==> config.mk <==
export PLATFORM = sky130hd
export DESIGN_NAME = uart_driver
export DESIGN_NICKNAME = d
export VERILOG_FILES = /design/src/rtl/uart_pkg.sv /design/src/rtl/uart_rx.sv /design/src/rtl/uart_driver.sv
export SDC_FILE = /design/constraint.sdc
export NUM_CORES = 1
export LEC_CHECK = 0
export CAP_MARGIN = 20
export CORE_AREA = 2 2 88 90
export DETAILED_ROUTE_END_ITERATION = 8
export DIE_AREA = 0 0 90 92
export PLACE_DENSITY = 0.69
export SLEW_MARGIN = 20
export SYNTH_ARGS = -nofsm -noshare
export SYNTH_HDL_FRONTEND = slang
export SYNTH_SLANG_ARGS = --single-unit
==> constraint.sdc <==
create_clock -name clk -period 5.7 [get_ports clk]
set_clock_uncertainty 0.15 [all_clocks]
set_input_delay 0.855 -clock clk [delete_from_list [all_inputs] [get_ports clk]]
set_output_delay 0.855 -clock clk [all_outputs]
set_load 0.02 [all_outputs]
==> src/rtl/uart_pkg.sv <==
// rtl/uart_pkg.sv - shared constants and FSM state types for the uart_driver peripheral
package uart_pkg;

    // out_bus status bit positions; rx_data occupies [7:0]
    localparam int OB_RX_VALID = 15;
    localparam int OB_TX_BUSY  = 14;
    localparam int OB_TX_FULL  = 13;
    localparam int OB_OVERRUN  = 12;
    localparam int OB_FERR     = 11;
    localparam int OB_RX_IE    = 10;
    localparam int OB_TX_IE    = 9;

    // in_bus bits of a control write
    localparam int CTL_WRITE   = 15;
    localparam int CTL_RX_IE   = 0;
    localparam int CTL_TX_IE   = 1;
    localparam int CTL_CLR_ERR = 2;

    typedef enum logic [1:0] {TX_IDLE, TX_START, TX_DATA, TX_STOP} tx_state_t;
    typedef enum logic [1:0] {RX_IDLE, RX_START, RX_DATA, RX_STOP} rx_state_t;

endpackage

==> src/rtl/uart_rx.sv <==
// rtl/uart_rx.sv - 8N1 receiver: 2-flop synchroniser plus mid-bit sampling FSM
module uart_rx
    import uart_pkg::*;
#(
    parameter int CLKS_PER_BIT = 434
) (
    input  logic       clk,
    input  logic       rst,
    input  logic       rx,
    output logic [7:0] rx_byte,
    output logic       rx_push,
    output logic       rx_ferr
);

    localparam int CW = $clog2(CLKS_PER_BIT);
    localparam logic [CW-1:0] BIT_END  = CW'(CLKS_PER_BIT - 1);
    localparam logic [CW-1:0] HALF_END = CW'(CLKS_PER_BIT / 2 - 1);

    logic          sync1, sync2, prev;
    rx_state_t     state, state_n;
    logic [CW-1:0] cnt, cnt_n;
    logic [2:0]    bit_idx, bit_n;
    logic [7:0]    shift, shift_n;

    always_ff @(posedge clk or posedge rst) begin
        if (rst) begin
            sync1   <= 1'b1;
            sync2   <= 1'b1;
            prev    <= 1'b1;
            state   <= RX_IDLE;
            cnt     <= '0;
            bit_idx <= '0;
            shift   <= '0;
        end else begin
            sync1   <= rx;
            sync2   <= sync1;
            prev    <= sync2;
            state   <= state_n;
            cnt     <= cnt_n;
            bit_idx <= bit_n;
            shift   <= shift_n;
        end
    end

    // push/ferr are combinational so the buffer captures the byte on the stop-sample edge
    always_comb begin
        state_n = state;
        cnt_n   = cnt + 1'b1;
        bit_n   = bit_idx;
        shift_n = shift;
        rx_push = 1'b0;
        rx_ferr = 1'b0;
        case (state)
            RX_IDLE: begin
                cnt_n = '0;
                if (prev && !sync2) state_n = RX_START;
            end
            RX_START: begin
                if (cnt == HALF_END) begin
                    cnt_n   = '0;
                    bit_n   = '0;
                    state_n = sync2 ? RX_IDLE : RX_DATA;
                end
            end
            RX_DATA: begin
                if (cnt == BIT_END) begin
                    cnt_n   = '0;
                    shift_n = {sync2, shift[7:1]};
                    bit_n   = bit_idx + 3'd1;
                    if (bit_idx == 3'd7) state_n = RX_STOP;
                end
            end
            RX_STOP: begin
                if (cnt == BIT_END) begin
                    cnt_n   = '0;
                    state_n = RX_IDLE;
                    rx_push = sync2;
                    rx_ferr = !sync2;
                end
            end
            default: state_n = RX_IDLE;
        endcase
    end

    assign rx_byte = shift;

endmodule

==> src/rtl/uart_driver.sv <==
// rtl/uart_driver.sv - memory-mapped 8N1 UART: TX FSM, RX buffer, flags, bus decode; UART_RX_FIFO_EN selects a 4-entry RX FIFO
module uart_driver
    import uart_pkg::*;
#(
    parameter int CLKS_PER_BIT = 434
) (
    input  logic        clk,
    input  logic        rst,
    input  logic        read,
    input  logic        write,
    input  logic [15:0] in_bus,
    output logic [15:0] out_bus,
    output logic        interrupt,
    output logic        uart_tx,
    input  logic        uart_rx
);

    localparam int CW = $clog2(CLKS_PER_BIT);
    localparam logic [CW-1:0] BIT_END = CW'(CLKS_PER_BIT - 1);

    logic          wr_data, wr_ctrl;
    logic          tx_full, tx_busy, tx_load;
    logic [7:0]    tx_hold, tx_shift, tx_shift_n;
    tx_state_t     tx_state, tx_state_n;
    logic [CW-1:0] tx_cnt, tx_cnt_n;
    logic [2:0]    tx_bit, tx_bit_n;
    logic          rx_ie, tx_ie, overrun, ferr;
    logic          rx_valid, pop, push_ok, ovr_set;
    logic [7:0]    rx_data, rx_byte;
    logic          rx_push, rx_ferr;
    logic          unused_bits;

    assign unused_bits = ^in_bus[14:8];
    assign wr_data     = write && !in_bus[CTL_WRITE] && !tx_full;
    assign wr_ctrl     = write && in_bus[CTL_WRITE];

    always_ff @(posedge clk or posedge rst) begin
        if (rst) begin
            tx_state <= TX_IDLE;
            tx_cnt   <= '0;
            tx_bit   <= '0;
            tx_shift <= '0;
            tx_hold  <= '0;
            tx_full  <= 1'b0;
        end else begin
            tx_state <= tx_state_n;
            tx_cnt   <= tx_cnt_n;
            tx_bit   <= tx_bit_n;
            tx_shift <= tx_shift_n;
            if (tx_load) begin
                tx_full <= 1'b0;
            end else if (wr_data) begin
                tx_full <= 1'b1;
                tx_hold <= in_bus[7:0];
            end
        end
    end

    // STOP reloads straight into START when a byte is waiting, so frames run gap-free
    always_comb begin
        tx_state_n = tx_state;
        tx_cnt_n   = tx_cnt + 1'b1;
        tx_bit_n   = tx_bit;
        tx_shift_n = tx_shift;
        tx_load    = 1'b0;
        case (tx_state)
            TX_IDLE: begin
                tx_cnt_n = '0;
                if (tx_full) begin
                    tx_load    = 1'b1;
                    tx_state_n = TX_START;
                end
            end
            TX_START: begin
                if (tx_cnt == BIT_END) begin
                    tx_cnt_n   = '0;
                    tx_bit_n   = '0;
                    tx_state_n = TX_DATA;
                end
            end
            TX_DATA: begin
                if (tx_cnt == BIT_END) begin
                    tx_cnt_n   = '0;
                    tx_shift_n = {1'b0, tx_shift[7:1]};
                    tx_bit_n   = tx_bit + 3'd1;
                    if (tx_bit == 3'd7) tx_state_n = TX_STOP;
                end
            end
            TX_STOP: begin
                if (tx_cnt == BIT_END) begin
                    tx_cnt_n = '0;
                    if (tx_full) begin
                        tx_load    = 1'b1;
                        tx_state_n = TX_START;
                    end else begin
                        tx_state_n = TX_IDLE;
                    end
                end
            end
            default: tx_state_n = TX_IDLE;
        endcase
        if (tx_load) tx_shift_n = tx_hold;
    end

    always_comb begin
        uart_tx = 1'b1;
        if (tx_state == TX_START)     uart_tx = 1'b0;
        else if (tx_state == TX_DATA) uart_tx = tx_shift[0];
    end

    assign tx_busy = (tx_state != TX_IDLE);

    uart_rx #(
        .CLKS_PER_BIT(CLKS_PER_BIT)
    ) u_rx (
        .clk    (clk),
        .rst    (rst),
        .rx     (uart_rx),
        .rx_byte(rx_byte),
        .rx_push(rx_push),
        .rx_ferr(rx_ferr)
    );

`ifdef UART_RX_FIFO_EN
    logic [7:0] fifo_mem [4];
    logic [1:0] wr_ptr, rd_ptr;
    logic [2:0] count;

    assign rx_valid = (count != 3'd0);
    assign pop      = read && rx_valid;
    assign push_ok  = rx_push && ((count != 3'd4) || pop);
    assign ovr_set  = rx_push && (count == 3'd4) && !pop;
    assign rx_data  = rx_valid ? fifo_mem[rd_ptr] : 8'h00;

    always_ff @(posedge clk) begin
        if (push_ok) fifo_mem[wr_ptr] <= rx_byte;
    end

    always_ff @(posedge clk or posedge rst) begin
        if (rst) begin
            wr_ptr <= '0;
            rd_ptr <= '0;
            count  <= '0;
        end else begin
            if (push_ok) wr_ptr <= wr_ptr + 2'd1;
            if (pop)     rd_ptr <= rd_ptr + 2'd1;
            if (push_ok && !pop)      count <= count + 3'd1;
            else if (pop && !push_ok) count <= count - 3'd1;
        end
    end
`else
    logic [7:0] rx_buf;
    logic       rx_hold_valid;

    assign rx_valid = rx_hold_valid;
    assign pop      = read && rx_valid;
    assign push_ok  = rx_push && (!rx_valid || pop);
    assign ovr_set  = rx_push && rx_valid && !read;
    assign rx_data  = rx_valid ? rx_buf : 8'h00;

    always_ff @(posedge clk or posedge rst) begin
        if (rst) begin
            rx_buf        <= '0;
            rx_hold_valid <= 1'b0;
        end else if (push_ok) begin
            rx_buf        <= rx_byte;
            rx_hold_valid <= 1'b1;
        end else if (pop) begin
            rx_hold_valid <= 1'b0;
        end
    end
`endif

    // a new error in the same cycle as a clear wins so it is never lost
    always_ff @(posedge clk or posedge rst) begin
        if (rst) begin
            rx_ie   <= 1'b0;
            tx_ie   <= 1'b0;
            overrun <= 1'b0;
            ferr    <= 1'b0;
        end else begin
            if (wr_ctrl) begin
                rx_ie <= in_bus[CTL_RX_IE];
                tx_ie <= in_bus[CTL_TX_IE];
            end
            if (ovr_set)                             overrun <= 1'b1;
            else if (wr_ctrl && in_bus[CTL_CLR_ERR]) overrun <= 1'b0;
            if (rx_ferr)                             ferr <= 1'b1;
            else if (wr_ctrl && in_bus[CTL_CLR_ERR]) ferr <= 1'b0;
        end
    end

    always_comb begin
        out_bus              = '0;
        out_bus[OB_RX_VALID] = rx_valid;
        out_bus[OB_TX_BUSY]  = tx_busy;
        out_bus[OB_TX_FULL]  = tx_full;
        out_bus[OB_OVERRUN]  = overrun;
        out_bus[OB_FERR]     = ferr;
        out_bus[OB_RX_IE]    = rx_ie;
        out_bus[OB_TX_IE]    = tx_ie;
        out_bus[7:0]         = rx_data;
    end

    assign interrupt = (rx_ie & rx_valid) | (tx_ie & ~tx_busy & ~tx_full);

endmodule

==> results_dict.tcl <==
set metrics [dict create \
    synthCells 279 \
    grt_use_total_pct 14.8 \
    cts-root-buf "sky130_fd_sc_hd__clkbuf_8" \
    syn_nets 314 \
    timing.critical_path.fanout_max 5 \
    cp_common_cell "sky130_fd_sc_hd__inv_1" \
    grt_pass1_wl_mm 9.85 \
    tightest_slew_ns 0.855 \
    min-delay-start "u_rx.sync1$_DFF_PP1_" \
    start_kind "flip-flop" \
    power_leakage_nw 1.74 \
    ctsHtreeMaxLevel 3 \
    cts.repair.resized 0 \
    worst-endpoint-required_ns 4.70 \
    placement.cell_area_sq_um 3670 \
    rsz0062_at_grt "false" \
    post-route-period-util_pct 54.5 \
    worstHoldPathType "flip-flop to flip-flop" \
    postSynthAreaPerCell_sq_um 11.9 \
    synthToLayoutAreaGrowth_pct 16.4 \
    synth_edf_count 0 \
    count_of_buffers_from_port_buffering 30 \
    nFillCells 688 \
    hold_path_depth 0 \
    final_common_cell "sky130_fd_sc_hd__dfrtp_1" \
    die_area_sq_um 8280 \
    finalMaxSlewViolations 0 \
    maxCapViolations 0 \
    timing_hold_violations_final 0 \
    die_h_microns 92 \
    final_design_area_no_fill_sq_um 3860 \
    yosysWarnings 0 \
    cts_hold_buf 0 \
    finalWorstPathRequiredPeriod_ns 3.11 \
    regArea_sq_um 1730 \
    synth_ff_type "sky130_fd_sc_hd__dfrtp_1" \
    worstPathCellList "inv_1 > ha_1 > inv_1 > nor2_1 > a22o_1 > clkdlybuf4s50_1" \
    drt_pre_antenna_iters 4 \
    cts_tree "built" \
    diodes 0 \
    via_count 2081 \
    post-dp-hpwl_mm 3.80 \
    min_to "u_rx.sync2$_DFF_PP1_" \
    ffs_w_async_s_r_synth_pct 100 \
    netlist-cell-type-count 46 \
    cts_made_buffers 9 \
    avgRoutedWirePerCell_microns 13.3 \
    post_cts_buffers 0 \
    layout_common_cells "sky130_fd_sc_hd__dfrtp_1 (66), sky130_fd_sc_hd__mux2_2 (41), sky130_fd_sc_hd__clkdlybuf4s50_1 (30), sky130_fd_sc_hd__nor2_1 (28), sky130_fd_sc_hd__ha_1 (14)" \
    reg2reg_to "u_rx.cnt[6]$_DFF_PP0_" \
    multi_input_comb_area_sq_um 1450 \
    wl_final_mm 5.51 \
    critPathKind "flip-flop to primary output" \
    pin_count 39 \
    achievable-frequency_ghz 0.322 \
    reg2reg_depth 6 \
    first_global_vias 2124 \
    cts_sinks 69 \
    crit_buf_inv 3 \
    detail_route.iter0.violations 89 \
    regToRegStartpoint "u_rx.cnt[0]$_DFF_PP0_" \
    cellPowerDensity_nw_per_um2 389 \
    power.ir.vdd_worst_v 0.000157 \
    place.gp.congestion 0.784 \
    timing.max_slew.rel_slack_pct 43.0 \
    postRouteAntennaNets 0 \
    fp.coreArea_sq_um 7450 \
    worst_skew_pair.late_latency_ns 0.34 \
    drc_errors 0 \
    critPathMaxStageDelay_ns 0.59 \
    clk_path_buf_depth 2 \
    grt.overflow.total 0 \
    ys_seq_elements 69 \
    pin_count_of_the_biggest_net_entering_global_routing 70 \
    critical-path-top-delay-family "buffers and inverters" \
    floorplan.die.width_microns 90 \
    floorplan.rows 32 \
    initial_antenna_violation_count 0 \
    r2r_slack_ns 3.47 \
    nNetsFinal 344 \
    critical_path_cell_count 6 \
    ys_seq_area_share_pct 52.2 \
    setup_total_negative_slack_ns 0 \
    vias_per_cell 5.01 \
    post_synth_instance_area_sq_um 3320 \
    crit_slowest_cell "sky130_fd_sc_hd__clkdlybuf4s50_1" \
    run_status "completed" \
    timing.critical_path.arrival_ns 2.10 \
    clk_transition_reported_paths_ns 0.08 \
    drive_gt1_share_pct 22.4 \
    initial_utilization_pct 44.5 \
    setup_viol 0 \
    endpoint_kind_of_the_worst_setup_timing_path "primary output" \
]
worst max path at each step:
stage                                       start                     end  slack, ns
after floorplan                               rst               async pin       2.96
after global placement                      write  tx_hold[0]$_DFFE_PP0P_       2.99
after detailed placement  tx_state[0]$_DFFE_PP0P_               interrupt       2.97
after CTS                 tx_state[0]$_DFFE_PP0P_               interrupt       2.58
after global routing      tx_state[0]$_DFFE_PP0P_               interrupt       2.48
final                     tx_state[0]$_DFFE_PP0P_               interrupt       2.59
power by group:
| group | internal, mW | total (mW) | switching (mW) |
|---|---|---|---|
| clock | 0.199 | 0.380 | 0.181 |
| combinational | 0.217 | 0.413 | 0.196 |
| sequential | 0.605 | 0.708 | 0.104 |
layout make-up:
class                      count  area share (%)
clock inverter                 6            1.68
multi-input combinational    184            37.6
inverter                      13            1.26
timing repair buffer          32            8.16
tap                          102            3.30
clock buffer                   9            3.21
sequential                    69            44.8
metal layers:
metal / wire length, microns / GRT usage (%) / up-vias
met1: 2550 / 19.0 / 1024
met2: 2700 / 23.9 / 32
met5: 0 / 0 / -
li1: - / - / 1016
met3: 188 / 4.93 / 9
met4: 62 / 4.62 / 0
through the flow:
step | std cells | total power [mW] | util, % | setup WS (ns) | hold slack [ns]
after detailed placement | 400 | 1.14 | 49.3 | 2.97 | 0.197
after global routing | 415 | 1.61 | 51.9 | 2.48 | 0.217
after CTS | 415 | 1.52 | 51.9 | 2.58 | 0.208
final | 415 | 1.50 | 51.9 | 2.59 | 0.207
after floorplan | 279 | 1.03 | - | 2.96 | 0.195
after global placement | 400 | 1.12 | 49.3 | 2.99 | 0.197
state kept, by name, indices dropped and copies added (netlist names), 2 cells and up, named ones only:
register / count
rx_buf: 8
tx_shift: 8
tx_state: 2
tx_bit: 3
tx_hold: 8
u_rx.bit_idx: 3
u_rx.rx_byte: 8
tx_cnt: 9
u_rx.cnt: 9
cells in the mapped netlist (all sizes together) (4+ instances only):
master	number	area [sq um]
nor3	4	31.3
mux2	41	462
buf	12	82.6
a21oi	4	20.0
nor2b	5	31.3
inv	13	48.8
xnor2	11	96.3
and2	10	63.8
nand3	11	67.6
dfrtp	66	1650
ha	14	175
nor2	28	105
o21ai	7	35.0
nand2	11	43.8
logic make-up (layout without fill, tap and decap cells):
family,count (synthesis),in the layout,synth area share (%)
AND/OR/NAND/NOR,84,84,14.2
buffers and inverters,26,60,4.07
other,1,1,0.113
multiplexers,44,44,14.8
AO/OA/AOI/OAI,27,27,5.62
adder cells (fa/ha/maj),14,14,5.28
XOR/XNOR,14,14,3.70
flip-flops,69,69,52.2
(Power assumes the default switching activity.)
